**src/rtl/uart_reg_writer.sv**
```systemverilog
// uart_reg_writer: round-robin write arbiter feeding the serial register decoder.
// Each accepted write becomes [bank-select], low-nibble, high-nibble bytes sent as
// 8N1 frames at BAUD_DIV clocks per bit, followed by GAP_BITS idle bit periods.
// Build macro BANK_CACHE_EN: omit the bank-select byte when the bank is already selected.
`timescale 1ns/1ps
module uart_reg_writer #(
  parameter int NUM_REQ  = 4,
  parameter int BAUD_DIV = 5,
  parameter int GAP_BITS = 1
) (
  input  logic                 clk,
  input  logic                 rst,
  input  logic [NUM_REQ-1:0]   req,
  input  logic [2*NUM_REQ-1:0] req_bank,
  input  logic [2*NUM_REQ-1:0] req_reg,
  input  logic [8*NUM_REQ-1:0] req_data,
  output logic [NUM_REQ-1:0]   grant,
  output logic                 busy,
  output logic                 tx,
  output logic [1:0]           cur_bank
);

  localparam int PW = (NUM_REQ > 1) ? $clog2(NUM_REQ) : 1;
  localparam int BW = (BAUD_DIV > 1) ? $clog2(BAUD_DIV) : 1;

  typedef enum logic [1:0] {S_IDLE, S_SEL, S_LO, S_HI} state_t;
  typedef enum logic [2:0] {PH_LOAD, PH_START, PH_DATA, PH_STOP, PH_GAP} phase_t;

  state_t               r_state;
  phase_t               r_phase;
  logic [BW-1:0]        r_baud;
  logic [2:0]           r_bit;
  logic [1:0]           r_gap;
  logic [PW-1:0]        r_ptr;
  logic [NUM_REQ-1:0]   r_grant;
  logic                 r_busy;
  logic                 r_tx;
  logic [1:0]           r_cur_bank;
  logic [1:0]           r_bank;
  logic [1:0]           r_reg;
  logic [7:0]           r_data;
`ifdef BANK_CACHE_EN
  logic                 r_bank_valid;
`endif

  logic                 w_found;
  logic [PW-1:0]        w_idx;
  logic [1:0]           w_bank;
  logic [1:0]           w_reg;
  logic [7:0]           w_data;
  logic                 w_need_sel;
  logic [7:0]           w_byte;
  logic                 w_next_bit;
  logic                 w_baud_end;
  logic                 w_byte_done;

  // Requester index 'off' positions after 'base', wrapping modulo NUM_REQ.
  function automatic logic [PW-1:0] rr_index(input logic [PW-1:0] base, input int off);
    int s;
    s = int'(base) + off;
    if (s >= NUM_REQ) s = s - NUM_REQ;
    return PW'(s);
  endfunction

  // Round-robin pick: first requester after the last granted one, plus its payload.
  always_comb begin
    w_found = 1'b0;
    w_idx   = '0;
    w_bank  = '0;
    w_reg   = '0;
    w_data  = '0;
    for (int i = 1; i <= NUM_REQ; i++) begin
      if (!w_found && req[rr_index(r_ptr, i)]) begin
        w_found = 1'b1;
        w_idx   = rr_index(r_ptr, i);
      end
    end
    for (int k = 0; k < NUM_REQ; k++) begin
      if (w_idx == PW'(k)) begin
        w_bank = req_bank[2*k +: 2];
        w_reg  = req_reg[2*k +: 2];
        w_data = req_data[8*k +: 8];
      end
    end
  end

`ifdef BANK_CACHE_EN
  assign w_need_sel = !r_bank_valid || (w_bank != r_cur_bank);
`else
  assign w_need_sel = 1'b1;
`endif

  // Protocol byte for the byte state currently on the wire.
  always_comb begin
    case (r_state)
      S_SEL:   w_byte = {1'b1, 5'b0, r_bank};
      S_LO:    w_byte = {1'b0, r_reg, 1'b0, r_data[3:0]};
      S_HI:    w_byte = {1'b0, r_reg, 1'b1, r_data[7:4]};
      default: w_byte = 8'hFF;
    endcase
  end

  assign w_next_bit  = w_byte[r_bit + 3'd1];
  assign w_baud_end  = (r_baud == BW'(BAUD_DIV - 1));
  assign w_byte_done = w_baud_end &&
                       (((r_phase == PH_STOP) && (GAP_BITS == 0)) ||
                        ((r_phase == PH_GAP) && (r_gap == 2'(GAP_BITS - 1))));

  // Capture the granted requester's payload at the moment of arbitration.
  always_ff @(posedge clk) begin
    if (r_state == S_IDLE && w_found) begin
      r_bank <= w_bank;
      r_reg  <= w_reg;
      r_data <= w_data;
    end
  end

  // Transaction FSM: arbitration, byte sequencing and bit-level framing; tx is registered.
  always_ff @(posedge clk) begin
    if (rst) begin
      r_state      <= S_IDLE;
      r_phase      <= PH_LOAD;
      r_baud       <= '0;
      r_bit        <= '0;
      r_gap        <= '0;
      r_ptr        <= PW'(NUM_REQ - 1);
      r_grant      <= '0;
      r_busy       <= 1'b0;
      r_tx         <= 1'b1;
      r_cur_bank   <= '0;
`ifdef BANK_CACHE_EN
      r_bank_valid <= 1'b0;
`endif
    end else begin
      r_grant <= '0;
      if (r_state == S_IDLE) begin
        r_tx <= 1'b1;
        if (w_found) begin
          r_grant <= NUM_REQ'(1) << w_idx;
          r_busy  <= 1'b1;
          r_ptr   <= w_idx;
          r_phase <= PH_LOAD;
          r_baud  <= '0;
          r_state <= w_need_sel ? S_SEL : S_LO;
        end
      end else if (w_byte_done) begin
        // Byte finished: chain straight into the next start bit, or end the transaction.
        r_baud <= '0;
        case (r_state)
          S_SEL: begin
            r_cur_bank   <= r_bank;
`ifdef BANK_CACHE_EN
            r_bank_valid <= 1'b1;
`endif
            r_state      <= S_LO;
            r_phase      <= PH_START;
            r_tx         <= 1'b0;
          end
          S_LO: begin
            r_state <= S_HI;
            r_phase <= PH_START;
            r_tx    <= 1'b0;
          end
          default: begin
            r_state <= S_IDLE;
            r_phase <= PH_LOAD;
            r_busy  <= 1'b0;
            r_tx    <= 1'b1;
          end
        endcase
      end else if (r_phase == PH_LOAD) begin
        // Grant cycle: the start bit goes out from the next cycle.
        r_tx    <= 1'b0;
        r_phase <= PH_START;
        r_baud  <= '0;
      end else if (!w_baud_end) begin
        r_baud <= r_baud + BW'(1);
      end else begin
        r_baud <= '0;
        case (r_phase)
          PH_START: begin
            r_phase <= PH_DATA;
            r_bit   <= '0;
            r_tx    <= w_byte[0];
          end
          PH_DATA: begin
            if (r_bit == 3'd7) begin
              r_phase <= PH_STOP;
              r_tx    <= 1'b1;
            end else begin
              r_bit <= r_bit + 3'd1;
              r_tx  <= w_next_bit;
            end
          end
          PH_STOP: begin
            r_phase <= PH_GAP;
            r_gap   <= '0;
            r_tx    <= 1'b1;
          end
          default: begin
            r_gap <= r_gap + 2'd1;
            r_tx  <= 1'b1;
          end
        endcase
      end
    end
  end

  assign grant    = r_grant;
  assign busy     = r_busy;
  assign tx       = r_tx;
  assign cur_bank = r_cur_bank;

endmodule

```
**config.mk**
```make
export PLATFORM = sky130hd
export DESIGN_NAME = uart_reg_writer
export DESIGN_NICKNAME = d
export VERILOG_FILES = /design/src/rtl/uart_reg_writer.sv
export SDC_FILE = /design/constraint.sdc
export NUM_CORES = 1
export LEC_CHECK = 0
export BUFFER_PORTS_ARGS = -buffer_cell sky130_fd_sc_hd__clkbuf_2
export CAP_MARGIN = 20
export CORE_UTILIZATION = 50
export CTS_CLUSTER_DIAMETER = 80
export DETAILED_ROUTE_END_ITERATION = 10
export PLACE_DENSITY_LB_ADDON = 0.3
export SLEW_MARGIN = 20
export SYNTH_ARGS = -nofsm -noshare
export SYNTH_HDL_FRONTEND = slang
export SYNTH_SLANG_ARGS = --single-unit
```
**constraint.sdc**
```tcl
create_clock -name clk -period 2.1 [get_ports clk]
set_input_delay 0.42 -clock clk [delete_from_list [all_inputs] [get_ports clk]]
set_output_delay 0.42 -clock clk [all_outputs]
set_load 0.05 [all_outputs]
```
* Yosys cells after proc, flatten, opt, wreduce, memory -nomap -nowiden *
Cells that the tools add are included.

word-level totals
  register bits after elaboration = 35
  ROM bits = 0
  memories = 0
  bits in writable memories = 0
  logic and storage cells = 148
  input bits = 54
  bits in latches = 0
  output and inout port bits = 8

operators by class
  add/subtract/negate cells = 11
  reduce and logical (&&, ||, !) cells = 29
  shift-type cells = 1
  equal/unequal tests = 16
  multiplexer cells = 64
  multipliers = 0
  bitwise operators = 5
  $lt $le $gt $ge = 9
  div/mod/pow operators = 0

operators with widths
  operator                                                   number
  2-to-1 mux 2 bit                                           19
  2-to-1 mux 3 bit                                           11
  2-to-1 mux 8 bit                                           4
  case mux 8 bit (3 select lines)                            1
  2-to-1 mux 1 bit                                           19
  < comparator 2 x 3 -> 1 bit (second input constant)        4
  == test 3 bit (second input constant)                      3
  greater-or-equal comparator 3 bit (second input constant)  3
  case mux 3 bit (3 select lines)                            1
  binary-select mux 1 bit (select 2 bit)                     4
  == test 2 bit (second input constant)                      4
  case mux 2 bit (2 select lines)                            2
  subtractor 2 x 1 -> 2 bit (second input constant)          4
  adder 2 x 2 -> 3 bit (second input constant)               2
  adder 3 x 1 -> 3 bit (second input constant)               2
  == test 3 x 2 -> 1 bit (second input constant)             2
  logical AND 1 bit                                          6
  logical NOT 2 bit                                          3
  case mux 3 bit (2 select lines)                            1
  AND reduction 3 bit                                        2
  AND reduction 6 bit                                        1
  nonzero test 6 bit                                         1
  OR reduction 2 bit                                         3
  inequality test 5 bit (second input constant)              1
  other kinds (22)                                           32

* Longest topological paths before layout *
  word-level depth = 20
  mapped depth = 7
  depth with buffers taken out = 6

* Worst setup path before layout *
No wires, ideal clock.

  kind = flip-flop to flip-flop
  start = reg r_state[1]
  end = reg r_tx (netlist: tx)
  library setup time = 0.129 ns
  data required time = 1.971 ns
  cell stages (with the launch flop) = 7
  period minus slack after synthesis = 1.761 ns
  arrival time = 1.633 ns
  path slack = 0.339 ns
  buffers on the path = 0
  path through = dfxtp_1 inv_1 ha_1 a222oi_1 or4b_1 o32ai_1 a31oi_1

between the ends
  cells in the longest elaborated chain, start to end = 9
  elaborated cells on any way between the ends = 15
  those cells by class = 3 x eq/ne; 9 x mux; 3 x reduce/logical

RTL lines
  what                                         line  source
  from (decl)                                  29    state_t r_state;
  from (signal assigned)                       144   r_state <= w_need_sel ? S_SEL : S_LO;
  == test 2 bit, or another cell as far along  95    case (r_state)
  case mux 8 bit (3 select lines)              95
  binary-select mux 1 bit (select 3 bit)       103   assign w_next_bit = w_byte[r_bit + 3'd1];
  2-to-1 mux 1 bit (not written as such)       103
  2-to-1 mux 1 bit                             187   if (r_bit == 3'd7) begin
  case mux 1 bit (2 select lines)              180   case (r_phase)
  2-to-1 mux 1 bit                             176   end else if (!w_baud_end) begin
  2-to-1 mux 1 bit                             171   end else if (r_phase == PH_LOAD) begin
  2-to-1 mux 1 bit                             146   end else if (w_byte_done) begin
  to (signal assigned)                         184   r_tx <= w_byte[0];
  to (signal assigned)                         192   r_tx <= w_next_bit;
  to (decl)                                    37    logic r_tx;

Parallel ways exist; a longest one is shown, timed or not. The select of a mux whose other input is x is not followed.
A chain may end at the register's enable or synchronous reset.

* Worst setup path in the final report *
Same ends and word-level chain as after synthesis.

==> results.toml <==
[run_status]
outcome = "finished, final reports clean"

[logic_synthesis]
synth_seq_cells = 35
ys_types = 54
ys_seq_area_frac = 0.359
yosys-top-cells-area = "dfxtp_1, mux2i_1, edfxtp_1"
yosysMostFrequentCell = "mux2i_1"
avgSynthCellArea_um2 = 10.4
synth.yosys.warnings = 0
synth_area_um2 = 2280
synth_edf_count = 12
yosysTopAreaCell = "dfxtp_1"
synth_ff_type = "dfxtp_1"
yosys-top-cells-count = "mux2i_1, dfxtp_1, nor2_1, edfxtp_1, inv_1"
postSynthCellCount = 219
synth_top_area_frac = 0.202
synthArstFlopShare = 0
syn_nets = 282

[power_and_ir_drop]
leakagePower_nw = 1.19
ir_drop_v = 0.000463
powerDensity_nw_per_um2 = 795

[floorplan]
die_area_um2 = 4840
io_pins = 62
core_area_um2 = 4380
rows = 24
die_height_um = 69.6
start_util = 0.521
die_w_um = 69.6

[global_route]
grt_start_max_net_pins = 30
grt_overflow = 0
grt_pass1_vias = 1681
antenna_found_initial = 0
grt_pass1_wl_um = 7300
track_usage = 0.187

[timing]
period_minus_slack_ns = 1.90
finClkSkew_ns = 0.00379
worst_pin_slew_ns = 0.517
finalHoldViolations = 0
slew_viol_final = 0
fin_crit_sh = 0.907
layout_setup_ws_ns = 0.196
grt_setup_unrepaired = "no"
fmax_ghz = 0.525
max_slew_margin = 0.654
setup-tns-final_ns = 0
setup_viol = 0

[final_layout]
drive_gt1_frac = 0.313
nFillCells = 393
largest_reg_flops = 8
areaGrowthSynthToFinish_pct = 18.2
instances_no_fill = 333
regMostFlops = "r_data"
postLayoutCoreUtil = 0.616
nets = 343
num_antenna_cells = 0

[clocking]
clock_latency_ns = 0.28
postCtsSetupBuffers = 0
tritoncts = "yes"
cts_max_level = 2
clk_pin_slew_ns = 0.07
cts_root_buffer = "clkbuf_8"
cts.sinks = 35
hold_buffers = 0
cts_inserted_buffers = 5
cts_resized = 0
ctsLongestPathBuffers = 2

[route]
drtPass1Iterations = 4
viasPerCell = 5.44
post-route-drc-count = 0
wl_um = 4280
num_vias = 1813
first_iter_violations = 110
post_drt_wl_per_cell_um = 12.9
ant_nets = 0

[place]
hpwl_um = 3260
place_inst = 325
gp_congestion = 0.905
place_ws_ns = 0.195
port_buffers = 61

[worst_setup_path]
cp.depth = 6
path_cells = "inv_1 > ha_1 > a222oi_1 > or4b_1 > o32ai_1 > a31oi_1"
worstSetupPathType = "reg -> reg"
worstPathRequired_ns = 2.26
cp.arrival_ns = 2.06
crit_buf_inv = 1
crit_slowest_cell = "or4b_1"
crit_start = "r_state[1]"
crit_fanout = 7
startpoint_type = "flop"
reg2reg_from = "r_state[1]"
reg2reg_to = "tx"
critPathTopFamily = "compound AO/OA/AOI/OAI gates"
reg2reg_slack_ns = 0.20
r2r_cells = 6
crit_path_end = "tx"
max_stage_delay_ns = 0.47
end_kind = "flop"

[hold_path]
hold_class = "reg -> reg"

[run]
maxCapViolations = 0
where the power goes:
| part | internal (mW) | switching (mW) | leakage (nW) | total [mW] |
|---|---|---|---|---|
| sequential | 0.850 | 0.0780 | 0.305 | 0.928 |
| combinational | 0.342 | 0.426 | 0.842 | 0.767 |
| clock | 0.228 | 0.225 | 0.0426 | 0.452 |
area by class of cell:
| cell class | count | area (µm²) | share of cell area |
|---|---|---|---|
| clock buffers | 6 | 72.6 | 0.0269 |
| well taps | 52 | 65.1 | 0.0241 |
| flip-flops and latches | 35 | 821 | 0.304 |
| inverters | 12 | 45.0 | 0.0167 |
| clock inverters | 2 | 8.76 | 0.00324 |
| repair buffers | 68 | 370 | 0.137 |
| multi-input cells | 158 | 1320 | 0.488 |
through the flow:
| step | power [mW] | instance area [µm²] | hold slack, ns |
|---|---|---|---|
| floorplan | 1.54 | 2280 | 0.436 |
| global placement | 1.70 | 2620 | 0.447 |
| detailed placement | 1.71 | 2620 | 0.455 |
| CTS | 2.17 | 2700 | 0.458 |
| global route | 2.27 | 2700 | 0.485 |
| finish | 2.15 | 2700 | 0.468 |
how the worst min path moves through the flow:
stage,slack [ns],endpoint,cells after the start,start
after floorplan,0.44,r_bit[1],2,r_bit[1]
after global placement,0.45,r_bit[2],2,r_bit[2]
after detailed placement,0.45,r_bit[1],2,r_bit[1]
after CTS,0.46,r_bit[2],2,rst
after global routing,0.49,r_bit[2],2,rst
final,0.47,r_bit[1],2,r_bit[1]
layout by cell type (no fill, tap or decap), types with 2 or more instances in the layout:
cell type | netlist | final
nand2b_1 | 3 | 3
inv_1 | 12 | 12
mux2i_1 | 46 | 46
a22oi_1 | 3 | 3
nand3b_1 | 4 | 4
a31oi_1 | 3 | 3
nor3_1 | 2 | 2
o41ai_2 | 2 | 2
buf_4 | 3 | 6
nor2_1 | 17 | 17
a21oi_1 | 11 | 11
o21ai_0 | 3 | 3
or2_2 | 2 | 2
nand2_1 | 11 | 11
or3_1 | 2 | 2
nor4_2 | 2 | 2
edfxtp_1 | 12 | 12
nand3_1 | 2 | 2
a221oi_1 | 3 | 3
o32ai_1 | 2 | 2
nor2b_1 | 2 | 2
dfxtp_1 | 23 | 23
a222oi_1 | 2 | 2
ha_1 | 9 | 9
or3b_1 | 3 | 3
clkbuf_2 | 0 | 61
clkbuf_8 | 0 | 5
per-layer routing:
| metal | vias to the layer above | track usage | routed length, µm |
|---|---|---|---|
| met5 | - | 0 | 0 |
| met4 | 0 | 0.0816 | 83 |
| met3 | 9 | 0.0494 | 201 |
| met2 | 51 | 0.315 | 2070 |
| met1 | 820 | 0.224 | 1930 |
| li1 | 933 | - | - |
worst register-to-register path: cells and delay by family (launching register included):
family / cells / cell delay [ns]
AOI/OAI and AO/OA: 3 / 0.58
DFF: 1 / 0.42
buffers and inverters: 1 / 0.09
adders and majority gates: 1 / 0.22
and+or+nand+nor: 1 / 0.47
logic make-up after synthesis:
kind of cell | count (synthesis) | synth area share
mux | 46 | 0.202
flops | 35 | 0.359
compound gates | 40 | 0.148
xor+xnor | 2 | 0.00767
fa+ha+maj | 9 | 0.0493
buf+inv | 26 | 0.0674
simple gates | 61 | 0.166
Power figures use the tool's default switching activity.
